### config.mk
export PLATFORM = sky130hd
export DESIGN_NAME = bp_update_scheduler
export DESIGN_NICKNAME = d
export VERILOG_FILES = /design/src/rtl/bp_update_scheduler.sv
export SDC_FILE = /design/constraint.sdc
export NUM_CORES = 1
export LEC_CHECK = 0
export BUFFER_PORTS_ARGS = -buffer_cell sky130_fd_sc_hd__clkbuf_2
export CORE_UTILIZATION = 45
export CTS_CLUSTER_DIAMETER = 40
export CTS_CLUSTER_SIZE = 24
export DETAILED_ROUTE_END_ITERATION = 8
export GPL_ROUTABILITY_DRIVEN = 0
export SLEW_MARGIN = 0
export SYNTH_ARGS = -nofsm -noshare
export SYNTH_HDL_FRONTEND = slang
export SYNTH_SLANG_ARGS = --single-unit
### constraint.sdc
create_clock -name clk -period 4.65 [get_ports clk]
set_input_delay 0.2325 -clock clk [delete_from_list [all_inputs] [get_ports clk]]
set_output_delay 0.2325 -clock clk [all_outputs]
set_load 0.01 [all_outputs]
### src/rtl/bp_update_scheduler.sv
// Branch predictor table write scheduler.
// Sweeps the BTB/counter tables to the invalid state after reset or on a
// clear request, then drains queued execute-stage branch outcomes through
// the single table write port, one entry per cycle.
module bp_update_scheduler #(
    parameter int unsigned WORD_SIZE  = 16,
    parameter int unsigned INDEX_BITS = 8,
    parameter int unsigned FIFO_DEPTH = 4
) (
    input  logic                            clk,
    input  logic                            reset_n,
    input  logic                            upd_valid,
    input  logic [WORD_SIZE-1:0]            upd_pc,
    input  logic [WORD_SIZE-1:0]            upd_target,
    input  logic                            upd_taken,
    input  logic                            upd_cond,
    output logic                            upd_ready,
    input  logic                            clear_req,
    input  logic                            table_stall,
    output logic                            wr_en,
    output logic [INDEX_BITS-1:0]           wr_index,
    output logic [WORD_SIZE-INDEX_BITS-1:0] wr_tag,
    output logic [WORD_SIZE-1:0]            wr_target,
    output logic [1:0]                      wr_cnt_op,
    output logic                            busy,
    output logic                            init_done,
    output logic                            overflow
);

    localparam int unsigned PTR_BITS = $clog2(FIFO_DEPTH);
    localparam int unsigned CNT_BITS = PTR_BITS + 1;
    localparam logic [INDEX_BITS-1:0] LAST_IDX  = '1;
    localparam logic [CNT_BITS-1:0]   DEPTH_CNT = CNT_BITS'(FIFO_DEPTH);

    typedef enum logic [1:0] {
        ST_INIT,
        ST_RUN,
        ST_CLEAR
    } state_e;

    state_e                state_q;
    logic [INDEX_BITS-1:0] sweep_idx_q;
    logic [PTR_BITS-1:0]   head_q;
    logic [PTR_BITS-1:0]   tail_q;
    logic [CNT_BITS-1:0]   count_q;
    logic                  overflow_q;

    logic [WORD_SIZE-1:0]  pc_mem_q    [FIFO_DEPTH];
    logic [WORD_SIZE-1:0]  tgt_mem_q   [FIFO_DEPTH];
    logic                  taken_mem_q [FIFO_DEPTH];
    logic                  cond_mem_q  [FIFO_DEPTH];

    logic sweeping;
    logic empty;
    logic full;
    logic clear_go;
    logic push;
    logic pop;

    // Handshake, write-enable and queue control. Outputs are gated by reset_n
    // so the table sees no write and no acceptance while reset is held.
    always_comb begin
        sweeping  = (state_q != ST_RUN);
        empty     = (count_q == '0);
        full      = (count_q == DEPTH_CNT);
        clear_go  = (state_q == ST_RUN) && clear_req;
        upd_ready = reset_n && !full;
        push      = upd_valid && upd_ready && !clear_go;
        if (sweeping) begin
            wr_en = reset_n && !table_stall;
        end else begin
            // A clear flushes the head too, so it must not reach the table.
            wr_en = reset_n && !empty && !table_stall && !clear_go;
        end
        pop       = wr_en && !sweeping;
        busy      = sweeping || !empty;
        init_done = (state_q == ST_RUN);
        overflow  = overflow_q;
    end

    // Write candidate: invalid entry while sweeping, queue head while running.
    always_comb begin
        if (sweeping) begin
            wr_index  = sweep_idx_q;
            wr_tag    = '0;
            wr_target = '1;
            wr_cnt_op = 2'b11;
        end else begin
            wr_index  = pc_mem_q[head_q][INDEX_BITS-1:0];
            wr_tag    = pc_mem_q[head_q][WORD_SIZE-1:INDEX_BITS];
            wr_target = tgt_mem_q[head_q];
            wr_cnt_op = (cond_mem_q[head_q] && !taken_mem_q[head_q]) ? 2'b10 : 2'b01;
        end
    end

    // Queue storage; contents are only meaningful between head and tail.
    always_ff @(posedge clk) begin
        if (push) begin
            pc_mem_q[tail_q]    <= upd_pc;
            tgt_mem_q[tail_q]   <= upd_target;
            taken_mem_q[tail_q] <= upd_taken;
            cond_mem_q[tail_q]  <= upd_cond;
        end
    end

    // Sequencer state, sweep index, queue pointers and sticky overflow.
    always_ff @(posedge clk or negedge reset_n) begin
        if (!reset_n) begin
            state_q     <= ST_INIT;
            sweep_idx_q <= '0;
            head_q      <= '0;
            tail_q      <= '0;
            count_q     <= '0;
            overflow_q  <= 1'b0;
        end else if (clear_go) begin
            state_q     <= ST_CLEAR;
            sweep_idx_q <= '0;
            head_q      <= '0;
            tail_q      <= '0;
            count_q     <= '0;
            overflow_q  <= 1'b0;
        end else begin
            if (sweeping && wr_en) begin
                if (sweep_idx_q == LAST_IDX) begin
                    state_q     <= ST_RUN;
                    sweep_idx_q <= '0;
                end else begin
                    sweep_idx_q <= sweep_idx_q + INDEX_BITS'(1);
                end
            end
            if (push) begin
                tail_q <= tail_q + PTR_BITS'(1);
            end
            if (pop) begin
                head_q <= head_q + PTR_BITS'(1);
            end
            case ({push, pop})
                2'b10:   count_q <= count_q + CNT_BITS'(1);
                2'b01:   count_q <= count_q - CNT_BITS'(1);
                default: count_q <= count_q;
            endcase
            if (upd_valid && !upd_ready) begin
                overflow_q <= 1'b1;
            end
        end
    end

endmodule

==> Implementation_results.wiki, run 1 <==
{| class="wikitable"
! Metric !! Value
|-
| Primary FF master, synth || edfxtp_1
|-
| Startpoint class of the critical path || register
|-
| Total I/O pin count || 78
|-
| Routed via count divided by cell count || between 5 and 6
|-
| Average wire length per cell after detail routing || approximately 19 µm
|-
| Number of buffers on the longest clock path || 2
|-
| Reported leakage power || ~0.0026 µW
|-
| Launch point of the worst reg-to-reg path || state_q[1]
|-
| Worst hold margin || approximately 0.033 ns
|-
| Clock Latency Late Sink || around 0.42 ns
|-
| Synth Net Count || a little over 400
|-
| Area of combinational cells with multiple inputs || between 1500 and 2000 µm²
|-
| FFs w/ async S/R, synth || 11.7%
|-
| Critical hold path startpoint || upd_target[13]
|-
| Achievable Freq || 353 MHz
|-
| Number of instances in the placed design || 601
|-
| Count of port buffers added during placement || just under 80
|-
| Count of vias placed by the detailed router || roughly 3400
|-
| Worst Path Buf+Inv || 2
|-
| Synth unique cells || 55
|-
| Number of cells in the finished layout apart from fillers || about 630
|-
| Final critical-path required period || around 2.8 ns
|-
| Number of synthesized register bits || 154
|-
| Number of core rows || 42
|-
| Post-place setup slack || between 1.5 and 2 ns
|-
| RSZ-0062 raised after global routing || no
|-
| Worst slew pin tran || approximately 1 ns
|-
| First-pass GRT wire length || roughly 19000 µm
|-
| Power Dens Cells || approximately 460 nW/µm²
|-
| Delay of the slowest critical-path stage || ~0.81 ns
|-
| Reg2reg path depth || 8
|-
| Detailed placer's ending HPWL || about 7000 µm
|-
| Max stage delay cell, worst path || dfrtp_2
|-
| Post-synthesis average cell area || about 17 µm²
|-
| Maximum number of pins on one net before global-route repair || 37
|-
| Overall Global Routing Usage || between 10% and 20%
|-
| Post-cts gate resize count || 0
|-
| First-iteration detailed-routing DRC count || ~220
|-
| Most numerous cell types in the synthesized netlist || 136 x edfxtp_1, 43 x nand2_1, 32 x mux4_2
|-
| Die height || ~120 µm
|-
| Number of max-slew violations in the final report || 0
|-
| Crit path max-delay family || flip-flops
|-
| Antenna cells || 0
|-
| Tcrit/Tclk final || around three fifths
|-
| Chip width || between 100 and 150 µm
|-
| Number of enable flip-flop cells after synthesis || about 140
|-
| TritonRoute pass-1 iters || 4
|-
| Gate count after technology mapping || 363
|-
| Required time reported for the critical path endpoint || ~4.4 ns
|-
| GRT overflow || 0
|-
| Design Area, Final || 7450 µm²
|-
| YS warnings || 0
|-
| Number of violations of the max-capacitance limit || 0
|-
| Net total in the final layout || slightly below 500
|-
| Proportion of synthesized chip area in sequential cells || 71.6%
|-
| Layout area overhead || 17.6%
|-
| Number of hold violations in the final report || 0
|-
| Hold bufs inserted after CTS || 1
|-
| Final setup fails || 0
|-
| Most frequent cell after synthesis || edfxtp_1
|-
| Critical path class || register to output pin
|-
| Level count of the clock H-tree || 4
|-
| Crit-path cells || buf_4 > nor3b_1 > o31ai_1 > or2_1 > clkbuf_2
|-
| Kind of capture point of the worst setup path || output pin
|-
| Post-CTS setup repair buffer count || 0
|-
| Peak ir drop on the vdd network || 0.400 mV
|-
| Combined flip-flop and latch cell area || ~4500 µm²
|-
| Number of antenna violations at the first check in global routing || 0
|-
| Final worst-path setup slack || about 1.8 ns
|-
| Hold depth || 1
|-
| CTS Sinks || about 150
|-
| Initial standard-cell utilization of the core || 46.9%
|-
| Clk pin slew, worst setup/hold paths || 0.06 ns
|-
| Total wire length || approximately 12000 µm
|-
| Vias in the first global route || about 3500
|-
| Core region area || between 10000 and 15000 µm²
|-
| Setup slack of the worst register-to-register path || about 2.3 ns
|-
| Data arrival, critical path || 2.60 ns
|-
| Die Outline Area || approximately 15000 µm²
|-
| Fraction of final layout cells sized beyond drive strength 1 || between 30% and 40%
|-
| Dominant cell type by area after synthesis || edfxtp_1
|-
| Endpoint of the most critical register-to-register path || count_q[2]
|-
| CP Max Fanout || 21
|-
| Tightest slew margin relative to the limit || approximately a third
|-
| Cell Area, Placed || ~6900 µm²
|-
| Share of the synthesized area in the top cell type || between 60 and 70%
|-
| Synthesized area || between 6000 and 7000 µm²
|-
| Sum of negative setup slack || 0 ns
|-
| Result of the run || finished, final reports clean
|-
| Clock tree from TritonCTS || yes
|-
| Clock buffers created by TritonCTS || 17
|-
| Count of filler cells inserted in the layout || 1058
|-
| Root Driver || clkbuf_16
|-
| Hold worst-path end || tgt_mem_q[3][13]
|-
| Number of antenna-violating nets in the routed design || 0
|-
| Post-route clock skew || around 0.0054 ns
|-
| Hold WC Path Type || input pin to register
|-
| Drc violations || 0
|-
| Most area-consuming cells after synthesis || edfxtp_1 64%, mux4_2 11%, dfrtp_1 7.1%, nand2_1 2.5%, nand2b_1 1.8%
|}
-- cell usage in the layout (no fill, tap or decap), types with 4 or more instances in the layout --
| cell | count |
|---|---|
| o21ai_0 | 10 |
| nor2_1 | 8 |
| clkbuf_16 | 17 |
| and2_1 | 9 |
| inv_1 | 6 |
| clkbuf_2 | 77 |
| mux4_2 | 32 |
| edfxtp_1 | 136 |
| and3_2 | 4 |
| ha_1 | 5 |
| dfrtp_1 | 16 |
| nand2b_1 | 18 |
| mux2i_1 | 4 |
| nand2_1 | 43 |
| a31oi_1 | 4 |
-- state kept, by name (all words and copies together) (netlist names), 2 cells and up --
name         cells
count_q          3
tgt_mem_q       64
pc_mem_q        64
taken_mem_q      4
sweep_idx_q      8
head_q           2
tail_q           2
cond_mem_q       4
state_q          2
-- area by class of cell --
class | count | share of cell area, %
Clock inverter | 11 | 1.97
Sequential cell | 154 | 60.9
Tap cell | 176 | 2.96
Clock buffer | 19 | 5.81
Multi-Input combinational cell | 186 | 22.6
Timing Repair Buffer | 80 | 5.51
Inverter | 6 | 0.302
-- metal layers --
| metal | part of all wire (%) | track usage, % | wire [µm] |
|---|---|---|---|
| met1 | 42 | 21.6 | 4990 |
| met2 | 53 | 30.5 | 6310 |
| met3 | 4.1 | 5.66 | 481 |
| met4 | 0.79 | 5.17 | 94 |
| met5 | 0 | 0 | 0 |
-- cell families (layout without fill, tap and decap cells) --
logic type,after synthesis,count (layout),share of synthesized area (%)
buffers and inverters,23,116,1.99
AOI/OAI and AO/OA,32,32,3.46
and+or+nand+nor,109,109,9.26
muxes,36,36,12.0
adders and majority gates,6,6,1.30
DFF,154,154,71.6
xor gates and xnor gates,3,3,0.415
-- where the power goes --
group	switching, µW	internal [µW]	total, µW
Sequential	71.9	1680	1750
Combinational	209	126	335
Clock	525	839	1360
-- per-stage QoR --
step           utilization (%)  power [µW]
2_1_floorplan                -        1990
3_3_place_gp              50.8        2110
3_5_place_dp              50.8        2130
4_1_cts                   55.2        3490
5_1_grt                   55.2        3590
6_report                  55.2        3450
-- worst reg2reg max path: cells and delay by family (launching register included) --
kind | cells | cell delay, ns
and+or+nand+nor | 4 | 1.08
AOI/OAI and AO/OA | 3 | 0.31
adders and majority gates | 1 | 0.42
DFF | 1 | 0.40
-- worst max-delay path by stage --
stage	start	end	depth (start not counted)
after floorplan	count_q[1]	cond_mem_q[0]	3
after global placement	reset_n	count_q[2]	9
after detailed placement	reset_n	count_q[2]	9
after CTS	head_q[0]	wr_cnt_op[0]	5
after global routing	reset_n	count_q[2]	10
final	head_q[0]	wr_cnt_op[0]	5
Power figures use the tool's default switching activity.
==> run 2: changes to the inputs <==
- clock period: 4.65 -> 2.9 ns (I/O delays scaled with it)
==> Implementation_results.wiki, run 2 (synthesis gave the netlist of run 1 again) <==
{| class="wikitable"
! Metric !! Value
|-
| Result of the run || finished, final reports clean
|-
| Net switching power figure || approximately 1400 µW
|-
| Clock tree from TritonCTS || yes
|-
| Crit path max-delay family || simple AND/OR/NAND/NOR gates
|-
| Vias in the first global route || ~3600
|-
| Number of antenna-violating nets in the routed design || 0
|-
| Hold depth || 4
|-
| TritonRoute pass-1 iters || 4
|-
| Crit-path cells || dlygate4sd3_1 > clkbuf_2 > nand4bb_1 > nor3_4 > nand2_1 > fa_1 > and3b_1 > o21ai_0 > o311ai_0 > a31oi_1
|-
| Switching fraction of total power || approximately a quarter
|-
| Overall Global Routing Usage || 18.3%
|-
| Max stage delay cell, worst path || dlygate4sd3_1
|-
| Data arrival, critical path || around 2.7 ns
|-
| Fraction of final layout cells sized beyond drive strength 1 || 33.0%
|-
| Post-route clock skew || between 0.009 and 0.01 ns
|-
| Average wire length per cell after detail routing || approximately 18 µm
|-
| Achievable Freq || slightly above 400 MHz
|-
| Net total in the final layout || around 530
|-
| Root Driver || clkbuf_16
|-
| Worst slew pin tran || about 0.72 ns
|-
| Reg2reg path depth || 8
|-
| Startpoint class of the critical path || input pin
|-
| Clock Latency Late Sink || around 0.42 ns
|-
| Critical path class || input pin to register
|-
| Sum of negative setup slack || 0 ns
|-
| Number of buffers on the longest clock path || 2
|-
| Antenna cells || 0
|-
| Delay of the slowest critical-path stage || 0.52 ns
|-
| Number of core rows || between 40 and 50
|-
| CTS Sinks || 154
|-
| Count of filler cells inserted in the layout || ~1000
|-
| Detailed placer's ending HPWL || just over 7000 µm
|-
| Worst Path Buf+Inv || 2
|-
| Tcrit/Tclk final || roughly 84%
|-
| Final setup fails || 0
|-
| Post-cts gate resize count || 0
|-
| RSZ-0062 raised after global routing || no
|-
| Hold WC Path Type || input pin to register
|-
| Total I/O pin count || roughly 80
|-
| Final critical-path required period || 2.42 ns
|-
| Tightest slew margin relative to the limit || 51.8%
|-
| Most frequent standard cell in the layout excluding fill and tap cells || edfxtp_1
|-
| Biggest registers after layout || pc_mem_q x64, tgt_mem_q x64, sweep_idx_q x8
|-
| GRT overflow || 0
|-
| Peak ir drop on the vdd network || approximately 0.57 mV
|-
| Clock buffers created by TritonCTS || 17
|-
| Die Outline Area || approximately 15000 µm²
|-
| Routed via count divided by cell count || between 5 and 6
|-
| First-pass GRT wire length || about 19000 µm
|-
| Post-place setup slack || around 0.55 ns
|-
| Number of max-slew violations in the final report || 0
|-
| Initial standard-cell utilization of the core || 46.9%
|-
| First-iteration detailed-routing DRC count || between 200 and 250
|-
| Maximum number of pins on one net before global-route repair || 35
|-
| Number of violations of the max-capacitance limit || 0
|-
| Power Dens Cells || about 730 nW/µm²
|-
| Clk pin slew, worst setup/hold paths || ~0.06 ns
|-
| Core region area || between 10000 and 15000 µm²
|-
| Level count of the clock H-tree || 4
|-
| Number of antenna violations at the first check in global routing || 0
|-
| CP Max Fanout || 9
|-
| Layout area overhead || 25.4%
|-
| Count of vias placed by the detailed router || 3523
|-
| Required time reported for the critical path endpoint || 3.17 ns
|-
| Number of hold violations in the final report || 0
|-
| Total wire length || roughly 12000 µm
|-
| Chip width || 121 µm
|-
| Count of port buffers added during placement || 77
|-
| Reported leakage power || roughly 0.0029 µW
|-
| Final worst-path setup slack || between 0.4 and 0.5 ns
|-
| Hold bufs inserted after CTS || 35
|-
| Die height || approximately 120 µm
|-
| Internal Dissipation || between 4000 and 5000 µW
|-
| Combinational fraction of design power || roughly a tenth
|-
| Most frequent cells in the layout || 136 x edfxtp_1, 77 x clkbuf_2, 43 x nand2_1
|-
| Post-CTS setup repair buffer count || 0
|-
| Kind of capture point of the worst setup path || register
|-
| Seq pwr share || 48.6%
|-
| Drc violations || 0
|-
| Clock network power share || 40.8%
|-
| Critical Path Stages || 10
|}
-- run 2: cell types whose count changed in the layout (fill, tap and decap cells not counted) --
cell	change
dlygate4sd3_1	+34
buf_4	+5
buf_12	+3
inv_8	+3
clkbuf_1	-2
clkinv_2	-2
bufinv_16	+1
clkinv_1	+1
clkinvlp_4	+1
-- run 2: tightest hold or removal path, stage by stage --
cell and delay [ns]:
clkbuf_2 0.11, inv_1 0.06, o21ba_2 0.13, nor2_1 0.03
-- run 2: cell type report --
class	instances	area, µm²	share of cell area (%)
clock inverters	15	211	2.66
multi-input cells	186	1680	21.1
repair buffers	122	848	10.7
clock buffers	17	425	5.35
inverters	6	22.5	0.283
well taps	176	220	2.77
flip-flops and latches	154	4540	57.1
-- run 2: final timing paths --
path | from | endpoint | slack (ns)
worst max-delay path | reset_n | count_q[2] | 0.48
worst min-delay path | upd_valid | overflow | 0.1
worst max register to register | state_q[1] | count_q[2] | 0.52
worst min register to register | sweep_idx_q[7] | sweep_idx_q[7] | 0.52
max in group asynchronous | reset_n | count_q[0] | 2.30
min in group asynchronous | reset_n | tail_q[1] | 0.12
-- run 2: power by group through the flow --
stage	Sequential [µW]	Combinational [µW]	Clock, µW
after floorplan	2820	368	0
after global placement	2840	568	0
after detailed placement	2840	582	0
after CTS	2800	623	2400
after global routing	2820	682	2500
final	2800	611	2360
-- run 2: per-layer routing --
| metal | global-route usage (%) | part of all wire (%) |
|---|---|---|
| met5 | 0 | 0 |
| met4 | 5.32 | 0.92 |
| met3 | 6.42 | 3.7 |
| met2 | 29.4 | 51 |
| met1 | 23.6 | 44 |
-- run 2: through the flow --
step           area (µm²)  cells  total power, µW  utilization [%]  hold slack, ns
5_1_grt              7950    676             6000             58.8          0.0937
4_1_cts              7950    676             5830             58.8          0.0766
3_3_place_gp         6960    609             3400             51.5          0.0117
2_1_floorplan        6340    363             3190                -          -0.151
6_report             7950    676             5770             58.8          0.0967
3_5_place_dp         6960    609             3430             51.5          0.0129
